## src/rtl/tpu_pkg.sv

```systemverilog
// rtl/tpu_pkg.sv - shared opcodes, FSM state type and TPU address helpers
package tpu_pkg;

    localparam logic [3:0] OP_A  = 4'h1;
    localparam logic [3:0] OP_B  = 4'h2;
    localparam logic [3:0] OP_C  = 4'h3;
    localparam logic [3:0] OP_MM = 4'h4;

    typedef enum logic [2:0] {
        ST_IDLE,
        ST_LOAD_A,
        ST_LOAD_B,
        ST_LOAD_C,
        ST_MATMUL,
        ST_WAIT,
        ST_READ_C,
        ST_DONE
    } state_e;

    function automatic logic [11:0] addr_op(input logic [3:0] op);
        return {op, 8'h00};
    endfunction

    function automatic logic [11:0] addr_a(input logic [4:0] row);
        return {OP_A, row, 3'b000};
    endfunction

    // C index packs {row, half}, so row<<4 | half<<3 collapses to idx<<3.
    function automatic logic [11:0] addr_c(input logic [4:0] idx);
        return {OP_C, idx, 3'b000};
    endfunction

endpackage

```

## src/rtl/tpu_out_skid.sv

```systemverilog
// rtl/tpu_out_skid.sv - single-entry valid/ready output register
module tpu_out_skid #(
    parameter int W = 64
) (
    input  logic         clk_i,
    input  logic         rst_i,
    input  logic         s_tvalid_i,
    input  logic [W-1:0] s_tdata_i,
    output logic         s_tready_o,
    output logic         m_tvalid_o,
    output logic [W-1:0] m_tdata_o,
    input  logic         m_tready_i
);

    logic         valid_q, valid_d;
    logic [W-1:0] data_q, data_d;

    assign s_tready_o = !valid_q || m_tready_i;
    assign m_tvalid_o = valid_q;
    assign m_tdata_o  = data_q;

    always_comb begin
        valid_d = valid_q;
        data_d  = data_q;
        if (s_tvalid_i && s_tready_o) begin
            valid_d = 1'b1;
            data_d  = s_tdata_i;
        end else if (m_tready_i) begin
            valid_d = 1'b0;
        end
    end

    always_ff @(posedge clk_i) begin
        if (rst_i) begin
            valid_q <= 1'b0;
            data_q  <= '0;
        end else begin
            valid_q <= valid_d;
            data_q  <= data_d;
        end
    end

endmodule

```

## src/rtl/tpu_host_sequencer.sv

```systemverilog
// rtl/tpu_host_sequencer.sv - tpuv1 slave-port master running one matmul job per start pulse
module tpu_host_sequencer #(
    parameter int DIM     = 8,
    parameter int BITS_C  = 16,
    parameter int ADDRW   = 16,
    parameter int DATAW   = 64,
    parameter int MM_WAIT = 32
) (
    input  logic             clk,
    input  logic             rst,
    input  logic             start,
    input  logic             clear_c,
    output logic             busy,
    output logic             done,
    input  logic             in_valid,
    input  logic [DATAW-1:0] in_data,
    output logic             in_ready,
    output logic             out_valid,
    output logic [DATAW-1:0] out_data,
    input  logic             out_ready,
    output logic [ADDRW-1:0] tpu_addr,
    output logic             tpu_r_w,
    output logic [DATAW-1:0] tpu_dataIn,
    input  logic [DATAW-1:0] tpu_dataOut
);
    import tpu_pkg::*;

    localparam int C_WORDS = (DIM * BITS_C) / DATAW;
    localparam int N_C     = DIM * C_WORDS;
    localparam int IW      = $clog2(N_C);
    localparam int WW      = $clog2(MM_WAIT + 1);
    localparam logic [IW-1:0] IDX_A_LAST = IW'(DIM - 1);
    localparam logic [IW-1:0] IDX_C_LAST = IW'(N_C - 1);
    localparam logic [WW-1:0] WAIT_LAST  = WW'(MM_WAIT - 1);

    state_e           state_q, state_d;
    logic [IW-1:0]    idx_q, idx_d, idx_nx;
    logic [WW-1:0]    wcnt_q, wcnt_d;
    logic             clr_q, clr_d;
    logic             last_q, last_d;
    logic [ADDRW-1:0] addr_q, addr_d;
    logic             rw_q, rw_d;
    logic [DATAW-1:0] din_q, din_d;
    logic             push_valid, push_ready;

    function automatic logic [ADDRW-1:0] ext(input logic [11:0] a);
        return {{(ADDRW - 12){1'b0}}, a};
    endfunction

    assign idx_nx     = idx_q + 1'b1;
    assign busy       = (state_q != ST_IDLE) && (state_q != ST_DONE);
    assign done       = (state_q == ST_DONE);
    assign tpu_addr   = addr_q;
    assign tpu_r_w    = rw_q;
    assign tpu_dataIn = din_q;

    always_comb begin
        state_d    = state_q;
        idx_d      = idx_q;
        wcnt_d     = wcnt_q;
        clr_d      = clr_q;
        last_d     = last_q;
        addr_d     = '0;
        rw_d       = 1'b0;
        din_d      = '0;
        in_ready   = 1'b0;
        push_valid = 1'b0;
        unique case (state_q)
            ST_IDLE: begin
                if (start) begin
                    state_d = ST_LOAD_A;
                    clr_d   = clear_c;
                    idx_d   = '0;
                    wcnt_d  = '0;
                    last_d  = 1'b0;
                end
            end
            ST_LOAD_A, ST_LOAD_B: begin
                in_ready = 1'b1;
                if (in_valid) begin
                    addr_d = (state_q == ST_LOAD_A) ? ext(addr_a(5'(idx_q))) : ext(addr_op(OP_B));
                    rw_d   = 1'b1;
                    din_d  = in_data;
                    if (idx_q == IDX_A_LAST) begin
                        idx_d   = '0;
                        state_d = (state_q == ST_LOAD_A) ? ST_LOAD_B : ST_LOAD_C;
                    end else begin
                        idx_d = idx_nx;
                    end
                end
            end
            ST_LOAD_C: begin
                in_ready = !clr_q;
                if (clr_q || in_valid) begin
                    addr_d = ext(addr_c(5'(idx_q)));
                    rw_d   = 1'b1;
                    din_d  = clr_q ? '0 : in_data;
                    if (idx_q == IDX_C_LAST) begin
                        idx_d   = '0;
                        state_d = ST_MATMUL;
                    end else begin
                        idx_d = idx_nx;
                    end
                end
            end
            ST_MATMUL: begin
                addr_d  = ext(addr_op(OP_MM));
                rw_d    = 1'b1;
                wcnt_d  = '0;
                state_d = ST_WAIT;
            end
            ST_WAIT: begin
                // Present the first C read address as the wait expires.
                if (wcnt_q == WAIT_LAST) begin
                    addr_d  = ext(addr_c(5'(idx_q)));
                    state_d = ST_READ_C;
                end else begin
                    wcnt_d = wcnt_q + 1'b1;
                end
            end
            ST_READ_C: begin
                push_valid = !last_q;
                if (!last_q) begin
                    if (push_ready) begin
                        if (idx_q == IDX_C_LAST) begin
                            last_d = 1'b1;
                        end else begin
                            idx_d  = idx_nx;
                            addr_d = ext(addr_c(5'(idx_nx)));
                        end
                    end else begin
                        addr_d = addr_q;
                    end
                end else if (out_valid && out_ready) begin
                    state_d = ST_DONE;
                end
            end
            ST_DONE: begin
                state_d = ST_IDLE;
            end
            default: begin
                state_d = ST_IDLE;
            end
        endcase
    end

    always_ff @(posedge clk) begin
        if (rst) begin
            state_q <= ST_IDLE;
            idx_q   <= '0;
            wcnt_q  <= '0;
            clr_q   <= 1'b0;
            last_q  <= 1'b0;
            addr_q  <= '0;
            rw_q    <= 1'b0;
            din_q   <= '0;
        end else begin
            state_q <= state_d;
            idx_q   <= idx_d;
            wcnt_q  <= wcnt_d;
            clr_q   <= clr_d;
            last_q  <= last_d;
            addr_q  <= addr_d;
            rw_q    <= rw_d;
            din_q   <= din_d;
        end
    end

    tpu_out_skid #(
        .W(DATAW)
    ) u_out_skid (
        .clk_i      (clk),
        .rst_i      (rst),
        .s_tvalid_i (push_valid),
        .s_tdata_i  (tpu_dataOut),
        .s_tready_o (push_ready),
        .m_tvalid_o (out_valid),
        .m_tdata_o  (out_data),
        .m_tready_i (out_ready)
    );

endmodule

```

## config.mk

```make
export PLATFORM = sky130hd
export DESIGN_NAME = tpu_host_sequencer
export DESIGN_NICKNAME = d
export VERILOG_FILES = /design/src/rtl/tpu_pkg.sv /design/src/rtl/tpu_out_skid.sv /design/src/rtl/tpu_host_sequencer.sv
export SDC_FILE = /design/constraint.sdc
export NUM_CORES = 1
export LEC_CHECK = 0
export CAP_MARGIN = 20
export CORE_MARGIN = 2
export CORE_UTILIZATION = 35
export CTS_CLUSTER_DIAMETER = 150
export DETAILED_ROUTE_END_ITERATION = 16
export PLACE_DENSITY = 0.73
export REMOVE_ABC_BUFFERS = 1
export SETUP_SLACK_MARGIN = 0.15
export SLEW_MARGIN = 0
export SYNTH_ARGS = -nofsm -noshare
export SYNTH_HDL_FRONTEND = slang
export SYNTH_SLANG_ARGS = --single-unit
```

## constraint.sdc

```tcl
create_clock -name clk -period 1.8 [get_ports clk]
set_clock_uncertainty 0.05 [all_clocks]
set_input_delay 0.27 -clock clk [delete_from_list [all_inputs] [get_ports clk]]
set_output_delay 0.27 -clock clk [all_outputs]
set_load 0.1 [all_outputs]
```

==> results of run 1 <==
[repair_timing]
action                     4_1_cts  5_1_grt
buffers inserted                14       15
cloned                           2        5
hold endpoints to repair         0        0
setup endpoints to repair      147       86
gates resized for setup         34      188
pin swaps                       16      102
[worst paths after layout]
| path | start | to | depth (start not counted) |
|---|---|---|---|
| min reg2reg | u_out_skid.m_tdata_o[44] | u_out_skid.m_tdata_o[44] | 2 |
| max reg2reg | state_q[0] | u_out_skid.m_tdata_o[27] | 9 |
| max | state_q[0] | in_ready | 4 |
| min | rst | u_out_skid.m_tvalid_o | 2 |
[logic make-up (layout without fill, tap and decap cells)]
group | count (synthesis) | in the layout
and+or+nand+nor | 265 | 265
adders and majority gates | 2 | 2
DFF | 152 | 152
muxes | 1 | 1
other | 1 | 9
xor gates and xnor gates | 8 | 8
buffers and inverters | 49 | 371
AOI/OAI and AO/OA | 109 | 109
[per-layer routing]
metal	up-vias	GRT usage	wire, µm
met2	240	0.3382	9430
met1	2437	0.2107	6593
met3	38	0.07304	1491
li1	2548	-	-
met5	-	0	0
met4	0	0.08145	562
[power groups by stage]
stage	clock network (mW)	registers (mW)	logic, mW
after detailed placement	0	3.73	3.04
after global routing	3.87	3.67	3.76
after global placement	0	3.73	3.04
final	3.66	3.66	3.59
after floorplan	0	4.67	0.926
after CTS	3.74	3.65	3.38
[stage by stage]
step / instances / TNS, ns / area, µm² / utilization / hold WS, ns
after floorplan: 550 / -168.68 / 5154 / - / 0.2891
after detailed placement: 1038 / -0.3671 / 8547 / 0.5664 / 0.3972
final: 1105 / 0 / 10460 / 0.6934 / 0.2213
after CTS: 1085 / 0 / 9484 / 0.6285 / 0.1827
after global placement: 1038 / -0.06622 / 8547 / 0.5664 / 0.3925
after global routing: 1105 / -0.009403 / 10460 / 0.6934 / 0.2095
[layout make-up]
class                           instances  area, µm²  share of cell area
Timing Repair Buffer                  336       3649              0.3487
Sequential cell                       152       3058              0.2922
Multi-Input combinational cell        394       2902              0.2773
Clock buffer                           19      442.9             0.04233
Tap cell                              188      235.2             0.02248
Clock inverter                         12      162.7             0.01554
Inverter                                4      15.01            0.001435
[registers in the layout, indices dropped and copies added, names as in the netlist]
register and cells:
tpu_dataIn 64, u_out_skid.m_tdata_o 64, u_out_skid.m_tvalid_o 1, idx_q 4, last_q 1, clr_q 1
state_q 3, tpu_r_w 1, wcnt_q 6, tpu_addr 7
[Yosys cell counts, types with 2 or more instances]
library cell,number,area (µm²)
and3_1,3,18.77
a31oi_1,2,12.51
buf_6,2,22.52
nand2b_1,4,25.02
clkbuf_1,11,41.29
nor2_1,16,60.06
o21ai_0,3,15.01
ha_1,2,25.02
a311oi_2,2,30.03
inv_1,3,11.26
xnor2_1,8,70.07
a211oi_1,4,30.03
dfxtp_1,152,3043
nor3_2,2,20.02
o31ai_2,2,25.02
and3b_1,3,26.28
o21ai_1,3,15.01
a21oi_1,77,385.4
buf_2,21,105.1
buf_4,11,82.58
nand4bb_1,2,22.52
nor3b_1,2,15.01
nand3b_1,2,15.01
and2_1,66,412.9
nand2_1,145,544.3
o211ai_1,3,22.52
nor2_2,2,12.51
o21a_1,2,15.01
nand3_1,9,45.04
==> key figures, run 1 <==
Final layout
  • Fin nets: roughly 1000
  • Fillers: 1088
  • Diodes inserted: 0
  • Leading cell type in the layout, fill and taps excluded: dfxtp_1
  • Area growth syn-to-layout: 94.67%
  • Share of cells above drive strength 1: 0.4209
  • Most frequent cells in the layout: dfxtp_1, buf_4, clkdlybuf4s50_1

Clock tree
  • Clock Sinks: 152
  • Clock-pin slew on the worst setup and hold paths: 0.06 ns
  • H-tree levels: 4
  • Clock root cell: clkbuf_16
  • Worst-skew pair later-pin latency: 0.41 ns
  • TritonCTS clock tree: done
  • # hold bufs at CTS: 0
  • CTS Buffer Depth: 2
  • Total CTS buffers: 17

Worst setup path
  • Critical Path RT: 1.48 ns
  • CP Data Arrival Time: 1.45 ns
  • R2R setup slack: 0.08 ns
  • Cells along the critical path: and3_4 -> nor3_4 -> buf_6 -> buf_12
  • Max incr delay on CP: 0.36 ns
  • CP endpoint kind: primary output
  • Crit-path slowest cell: dfxtp_4
  • Worst path bufs/invs: 2
  • Crit Path Max Fanout: 4
  • Critical Path Start Type: flip-flop
  • Critical path type: reg -> out
  • Family with the most delay on the worst path: simple AND/OR/NAND/NOR gates

Placed design
  • Final RePlAce weighted congestion: 0.8195
  • Dpl ws: -0.1169 ns
  • PortBufs: ~270
  • Final HPWL DP: 11.27 mm

Global route
  • First-pass GRT wire length: 24.55 mm
  • Remaining Overflow, GRT: 0
  • Vias in the first global route: 4861
  • Initial antenna violation count: 0
  • Largest net degree at the start of global routing: 65
  • Total GRT Usage: 0.1936

Status
  • Status: completed

Route
  • Remaining antenna violation count after routing: 0
  • Routed vias: 5263
  • Drt via density: approximately 4.8
  • Post-route DRC: 0
  • Initial DRT Pass Iterations: 5
  • DR WL/cell: 16.36 µm
  • Initial DRC Count: 202
  • Final wirelength: 18.08 mm

Power and ir drop
  • Leakage power: about 4.4 nW
  • Worst vdd ir: approximately 0.0010 V
  • Reg power frac: 0.335
  • Internal power: between 7 and 8 mW
  • Logic gate share of total power: 0.329
  • Sw frac: 0.3444
  • Sw power: 3.757 mW
  • Overall power: 10.91 mW
  • Clock share of power: 0.335
  • PD cells: 1042 nW/µm²

Floorplanning
  • Die W: about 130 µm
  • Top-Level Pins: 283
  • Initial Util: 0.3562
  • Core Area: 15090 µm²
  • Cell row count: between 40 and 50
  • Die height: around 130 µm
  • Die area: 16360 µm²

Synth
  • Distinct cells, synth: 52
  • Number of synthesized flops with an enable pin: 0
  • Synth Area in Adders: 0.004655
  • Async SR Flop Fraction: 0
  • Register area share after synthesis: 0.5661
  • Mapped cell area: around 5400 µm²
  • Synth Register Bits: 152
  • Post-Synth Simple-Gate Area: 0.2393
  • Largest family of logic cells by synthesized area: simple AND/OR/NAND/NOR gates
  • Synth Area in XOR/XNOR: 0.01304
  • Ys flop type: dfxtp_1
  • Compound-Gate Fraction of Synth Area: 0.1248
  • Synth Instances: 587
  • Syn avg cell area: 9.157 µm²
  • YS warnings: 0
  • Mux share of post-synthesis cell area: 0.001862

STA
  • Final Worst Setup Slack: 0.02801 ns
  • Final Hold Vio Count: 0
  • Fmax: roughly 560 MHz
  • Period Utilization, post-route: 0.9844
  • Setup violations, final: 0
  • Unrepaired setup endpoints after global routing: yes
  • Max Slew Vio Count: 0
  • Final period demand of the worst path: 1.772 ns

Run
  • MaxCap Viol Count: 0

Hold path
  • Min-Delay Path Class: in -> reg
Note: power is estimated with default switching activity, not from simulation.
==> run 2, diff against run 1 <==
Settings changed: SKIP_CTS_REPAIR_TIMING set to 1.
==> run 2 against run 1 <==
Compared with the run above:
- the flow now finishes with violations (negative setup slack)
- final cell count shrank 1.5%
- register-to-register slack worse by 0.04 ns
- worst hold slack about the same
- cell area shrank 8.7%
- first-iteration DRC count is 9.4% higher
- combinational power decreased by 3%
- sequential share of layout area rose by 2.8 points
- die area unchanged
- critical path type unchanged
- largest power group unchanged
==> key figures, run 2 (same netlist as run 1, synthesis figures left out) <==
Route
  • DR WL/cell: 14.87 µm (-9.1%)
  • Routed vias: 5018 (-4.7%)
  • Initial DRT Pass Iterations: 4 (-1)
  • Final wirelength: 16.18 mm (-11%)
  • Remaining antenna violation count after routing: 0 (unchanged)
  • Post-route DRC: 0 (unchanged)
  • Initial DRC Count: 221 (+9.4%)
  • Drt via density: 4.612 (-3.2%)

Worst setup path
  • Setup crit end: busy
  • Critical Path RT: 1.48 ns (about the same)
  • Cells on worst reg2reg path: 7 (-2)
  • Cells along the critical path: buf_6 -> buf_6 -> nor3_4 -> nor2_4 -> buf_12
  • Max incr delay on CP: 0.36 ns (about the same)
  • Worst reg2reg startpoint: state_q[1]
  • Crit-path slowest cell: dfxtp_4
  • CP startpoint: state_q[0]
  • CP Data Arrival Time: 1.48 ns (+0.03 ns)
  • RR Endpoint: state_q[1]
  • CP endpoint kind: primary output
  • Crit Path Max Fanout: 6 (+2)
  • Critical path type: reg -> out
  • R2R setup slack: 0.04 ns (-0.04 ns)
  • Critical Path Start Type: flip-flop
  • Worst path most repeated cell: buf_6

Global route
  • Global-route met3 utilization: 0.07220 (-0.0008347)
  • First-pass GRT wire length: 23.01 mm (-6.3%)
  • Grt met2 use: 0.3073 (-0.03083)
  • Initial antenna violation count: 0 (unchanged)
  • Remaining Overflow, GRT: 0 (unchanged)
  • Gr busiest metal: met2
  • Met1 usage: 0.2024 (-0.008249)
  • Total GRT Usage: 0.1813 (-0.01230)
  • Largest net degree at the start of global routing: 65 (unchanged)
  • Vias in the first global route: 4584 (-5.7%)

Final layout
  • Leading cell type in the layout, fill and taps excluded: dfxtp_1
  • Area growth syn-to-layout: 77.79%
  • Fin nets: 1024 (-1.6%)
  • Diodes inserted: 0 (unchanged)
  • Most frequent cells in the layout: dfxtp_1, nand2_1, clkdlybuf4s50_1
  • Share of cells above drive strength 1: 0.2822 (-0.1387)
  • Finished Cell Area: 9557 µm² (-8.7%)
  • Fillers: 1256 (+15%)

Power and ir drop
  • Leakage power: 3.781 nW (-14%)
  • Worst vdd ir: 0.001052 V (+0.17%)
  • PD cells: 1129 nW/µm² (+8.3%)

Run
  • MaxCap Viol Count: 0 (unchanged)

Clock tree
  • CTS Buffer Depth: 2 (unchanged)
  • TritonCTS clock tree: done
  • Clock Sinks: 152 (unchanged)
  • Clock-pin slew on the worst setup and hold paths: 0.06 ns (about the same)
  • Worst-skew pair later-pin latency: 0.41 ns (about the same)
  • Total CTS buffers: 17 (unchanged)
  • H-tree levels: 4 (unchanged)
  • Clock root cell: clkbuf_16

Placed design
  • PortBufs: 273 (unchanged)
  • Final HPWL DP: 11.27 mm (unchanged)
  • Placement-stage cell area: 8547 µm² (unchanged)
  • Final RePlAce weighted congestion: 0.8195 (unchanged)

STA
  • Fmax: 554.3 MHz (-1.8%)
  • Setup violations, final: 1 (+1)
  • Unrepaired setup endpoints after global routing: yes
  • Max Slew Vio Count: 0 (unchanged)
  • Hold WS: 0.2209 ns (-0.0004310 ns)
  • Final Hold Vio Count: 0 (unchanged)
  • Final period demand of the worst path: 1.804 ns (+0.03209 ns)
  • Period Utilization, post-route: 1.002 (+0.01783)
  • Final Worst Setup Slack: -0.004078 ns (-0.03209 ns)

Status
  • Status: finished, violations left
  • Violated checks: negative setup slack

Floorplanning
  • Core Area: 15090 µm² (unchanged)
  • Cell row count: 45 (unchanged)
  • Initial Util: 0.3562 (unchanged)
  • Die W: 127.9 µm (unchanged)
  • Die height: 127.9 µm (unchanged)
  • Die area: 16360 µm² (unchanged)
  • Top-Level Pins: 283 (unchanged)

Hold path
  • Min-Delay Path Class: in -> reg
[run 2: layout make-up]
| cell class | instances | area, µm² | share of cell area |
|---|---|---|---|
| clock buffer | 19 | 442.9 | 0.04635 |
| clock inverter | 12 | 162.7 | 0.01702 |
| inverter | 4 | 15.01 | 0.001571 |
| multi-input combinational | 394 | 2251 | 0.2355 |
| sequential | 152 | 3057 | 0.3198 |
| tap | 188 | 235.2 | 0.02461 |
| timing repair buffer | 319 | 3393 | 0.3551 |
[run 2: critical path, delay by kind of cell, from the launching register on]
family / cells / cell delay, ns
buffers and inverters: 3 / 0.41
and+or+nand+nor: 2 / 0.30
DFF: 1 / 0.36
[run 2: where the power goes]
| group | switching [mW] | internal (mW) | leakage, nW |
|---|---|---|---|
| clock network | 1.41 | 2.24 | 0.292 |
| logic | 2.15 | 1.34 | 2.26 |
| registers | 0.109 | 3.55 | 1.23 |
| total | 3.66 | 7.12 | 3.78 |
[run 2: worst min path at each step]
stage	depth (start not counted)	from	endpoint
after floorplan	1	rst	clr_q
after global placement	2	u_out_skid.m_tdata_o[44]	u_out_skid.m_tdata_o[44]
after detailed placement	2	u_out_skid.m_tdata_o[2]	u_out_skid.m_tdata_o[2]
after CTS	2	rst	u_out_skid.m_tvalid_o
after global routing	2	rst	idx_q[2]
final	2	rst	idx_q[2]
[run 2: through the flow]
stage            util  power [mW]  instances    TNS, ns  setup slack, ns
6_report       0.6333       10.79       1088  -0.004078        -0.004078
5_1_grt        0.6333       11.19       1088    -0.1610         -0.05719
4_1_cts        0.6066       10.46       1069    -0.5345          -0.2782
3_5_place_dp   0.5664       6.773       1038    -0.3671          -0.1169
3_3_place_gp   0.5664       6.761       1038   -0.06622         -0.02859
2_1_floorplan       -       5.599        550    -168.68           -1.661
[run 2: per-layer routing]
layer,up-vias,wire length [µm]
li1,2511,-
met2,218,8021
met3,24,1424
met1,2265,6357
met5,-,0
met4,0,374
==> run 3, diff against run 2 <==
Settings changed: CORE_MARGIN 2 to 8.
Clock period 1.8 ns to 2.3 ns, I/O delays scaled along.
==> run 3 against run 2 <==
Compared with the run above:
- the run now ends clean
- register-to-register slack improved by 0.36 ns
- via count fell by 2.0%
- largest cell class is now flip-flops and latches
- routed wire length rose by 4.3%
- sequential power fell by 22%
- largest power group unchanged
- final cell count fell by 3.0%
- worst setup slack improved by 0.28 ns
- cell area fell by 11%
- worst hold slack got worse by 0.061 ns
- combinational power fell by 35%
- clock-buffer cell count rose by 1
==> key figures, run 3 (same netlist as run 1, synthesis figures left out) <==
Status
  • Status: completed

Final layout
  • Area growth syn-to-layout: 57.80%
  • Leading cell type in the layout, fill and taps excluded: dfxtp_1
  • Area occupied by multi-input gates: 2110 µm² (-6.3%)
  • Share of cells above drive strength 1: 0.2318 (-0.05039)
  • Fin nets: 991 (-3.2%)
  • Diodes inserted: 0 (unchanged)
  • Fillers: 1387 (+10%)
  • Reg area: 3045 µm² (-0.37%)
  • Most frequent cells in the layout: dfxtp_1, buf_4, nand2_1
  • Final std cells w/o fill: 1055 (-3.0%)

Placed design
  • Final RePlAce weighted congestion: 0.8491 (+3.6%)
  • Placed Cells incl. Taps: 1024 (-1.3%)
  • Final HPWL DP: 13.00 mm (+15%)
  • Dpl ws: 0.3389 ns (+0.4558 ns)
  • PortBufs: 273 (unchanged)

Worst setup path
  • Critical Path Start Type: flip-flop
  • CP endpoint kind: primary output
  • Critical Path RT: 1.90 ns (+0.42 ns)
  • Crit-path slowest cell: dfxtp_2
  • Family with the most delay on the worst path: buffers and inverters
  • CP Data Arrival Time: 1.63 ns (+0.15 ns)
  • Max incr delay on CP: 0.36 ns (about the same)
  • Critical path type: reg -> out
  • Cells along the critical path: buf_4 -> and3_4 -> nor3_4 -> buf_4 -> buf_12
  • Crit Path Max Fanout: 9 (+3)
  • Worst path most repeated cell: buf_4
  • Worst path bufs/invs: 3 (unchanged)

STA
  • Rel. slew slack: 0.5567
  • Setup TNS: 0 ns (+0.004078 ns)
  • Final Hold Vio Count: 0 (unchanged)
  • Slew @ Worst Pin: 0.6649 ns
  • Setup violations, final: 0 (-1)
  • Unrepaired setup endpoints after global routing: no
  • Period Utilization, post-route: 0.8789
  • Final period demand of the worst path: 2.021 ns
  • Max Slew Vio Count: 0 (unchanged)
  • Fmax: 494.7 MHz
  • Final Worst Setup Slack: 0.2786 ns (+0.2826 ns)
  • Hold WS: 0.1602 ns (-0.06065 ns)

Power and ir drop
  • Internal power: 4.890 mW (-31%)
  • Sw power: 2.675 mW (-27%)
  • Sw frac: 0.3536 (+0.01405)
  • Worst vdd ir: 0.0004869 V (-54%)
  • Logic gate share of total power: 0.299 (-0.024)
  • Leakage power: 3.426 nW (-9.4%)
  • PD cells: 891.9 nW/µm² (-21%)
  • Reg power frac: 0.377 (+0.038)
  • Overall power: 7.565 mW (-30%)
  • Clock share of power: 0.324 (-0.014)

Run
  • MaxCap Viol Count: 0 (unchanged)

Hold path
  • Min-Delay Path Class: in -> reg

Route
  • Top Layer Used: met4
  • Routed wl met2: 7.769 mm (-3.1%)
  • Met3 WL post-DR: 2.156 mm (+51%)
  • Initial DRT Pass Iterations: 4 (unchanged)
  • M1 WL: 6.622 mm (+4.2%)
  • Drt via density: 4.662 (+1.1%)
  • DR WL/cell: 16.00 µm (+7.6%)
  • Post-route DRC: 0 (unchanged)
  • Remaining antenna violation count after routing: 0 (unchanged)
  • Final wirelength: 16.88 mm (+4.3%)
  • Routed vias: 4918 (-2.0%)
  • Initial DRC Count: 217 (-1.8%)

Global route
  • Initial antenna violation count: 0 (unchanged)
  • Total GRT Usage: 0.1696 (-0.01163)
  • First-pass GRT wire length: 26.22 mm (+14%)
  • Vias in the first global route: 4821 (+5.2%)
  • Remaining Overflow, GRT: 0 (unchanged)
  • Largest net degree at the start of global routing: 65 (unchanged)

Clock tree
  • Clock-pin slew on the worst setup and hold paths: 0.06 ns (about the same)
  • TritonCTS clock tree: done
  • Worst-skew pair later-pin latency: 0.41 ns (about the same)
  • H-tree levels: 4 (unchanged)
  • CTS Buffer Depth: 2 (unchanged)
  • Total CTS buffers: 17 (unchanged)
  • Clock Sinks: 152 (unchanged)
  • Clock root cell: clkbuf_16

Floorplanning
  • Die W: 139.9 µm (+9.4%)
  • Top-Level Pins: 283 (unchanged)
  • Initial Util: 0.3562 (unchanged)
  • Core Area: 15090 µm² (unchanged)
  • Cell row count: 45 (unchanged)
  • Die height: 139.9 µm (+9.4%)
  • Die area: 19580 µm² (+20%)
==> run 3: worst reg2reg max path, delay by kind of cell (launching register included) <==
family | cells | cell delay (ns)
buffers and inverters | 2 | 0.35
AO/OA/AOI/OAI | 4 | 0.91
AND/OR/NAND/NOR | 1 | 0.12
flip-flops | 1 | 0.36
==> run 3: worst paths after layout <==
check | start | endpoint | slack [ns] | cells past startpoint
hold reg to reg | u_out_skid.m_tdata_o[45] | u_out_skid.m_tdata_o[45] | 0.40 | 2
hold / removal | rst | u_out_skid.m_tvalid_o | 0.16 | 2
setup reg to reg | state_q[1] | idx_q[3] | 0.40 | 7
setup / recovery | state_q[1] | in_ready | 0.28 | 5
==> run 3: cell type report <==
type,count,share of cell area
sequential,152,0.3591
timing repair buffer,286,0.3011
multi-input combinational,394,0.2487
clock buffer,20,0.05266
tap,188,0.02773
clock inverter,11,0.008998
inverter,4,0.001770
==> run 3: routing by layer <==
metal,global-route usage,up-vias
met1,0.1822,2242
met4,0.06571,0
met3,0.09922,21
met5,0,-
li1,-,2438
met2,0.2705,217
==> run 3: power groups by stage <==
stage	Sequential, mW	Combinational (mW)	Clock [mW]
final	2.85	2.26	2.45
after detailed placement	2.91	2.25	0
after global routing	2.87	2.37	2.64
after CTS	2.85	2.26	2.54
after floorplan	3.66	0.724	0
after global placement	2.90	2.24	0
==> run 3: stage by stage <==
step                        util  cell area [µm²]
final                     0.5621             8482
after global routing      0.5621             8482
after CTS                 0.5609             8464
after detailed placement  0.5263             7941
after global placement    0.5263             7941
after floorplan                -             5154
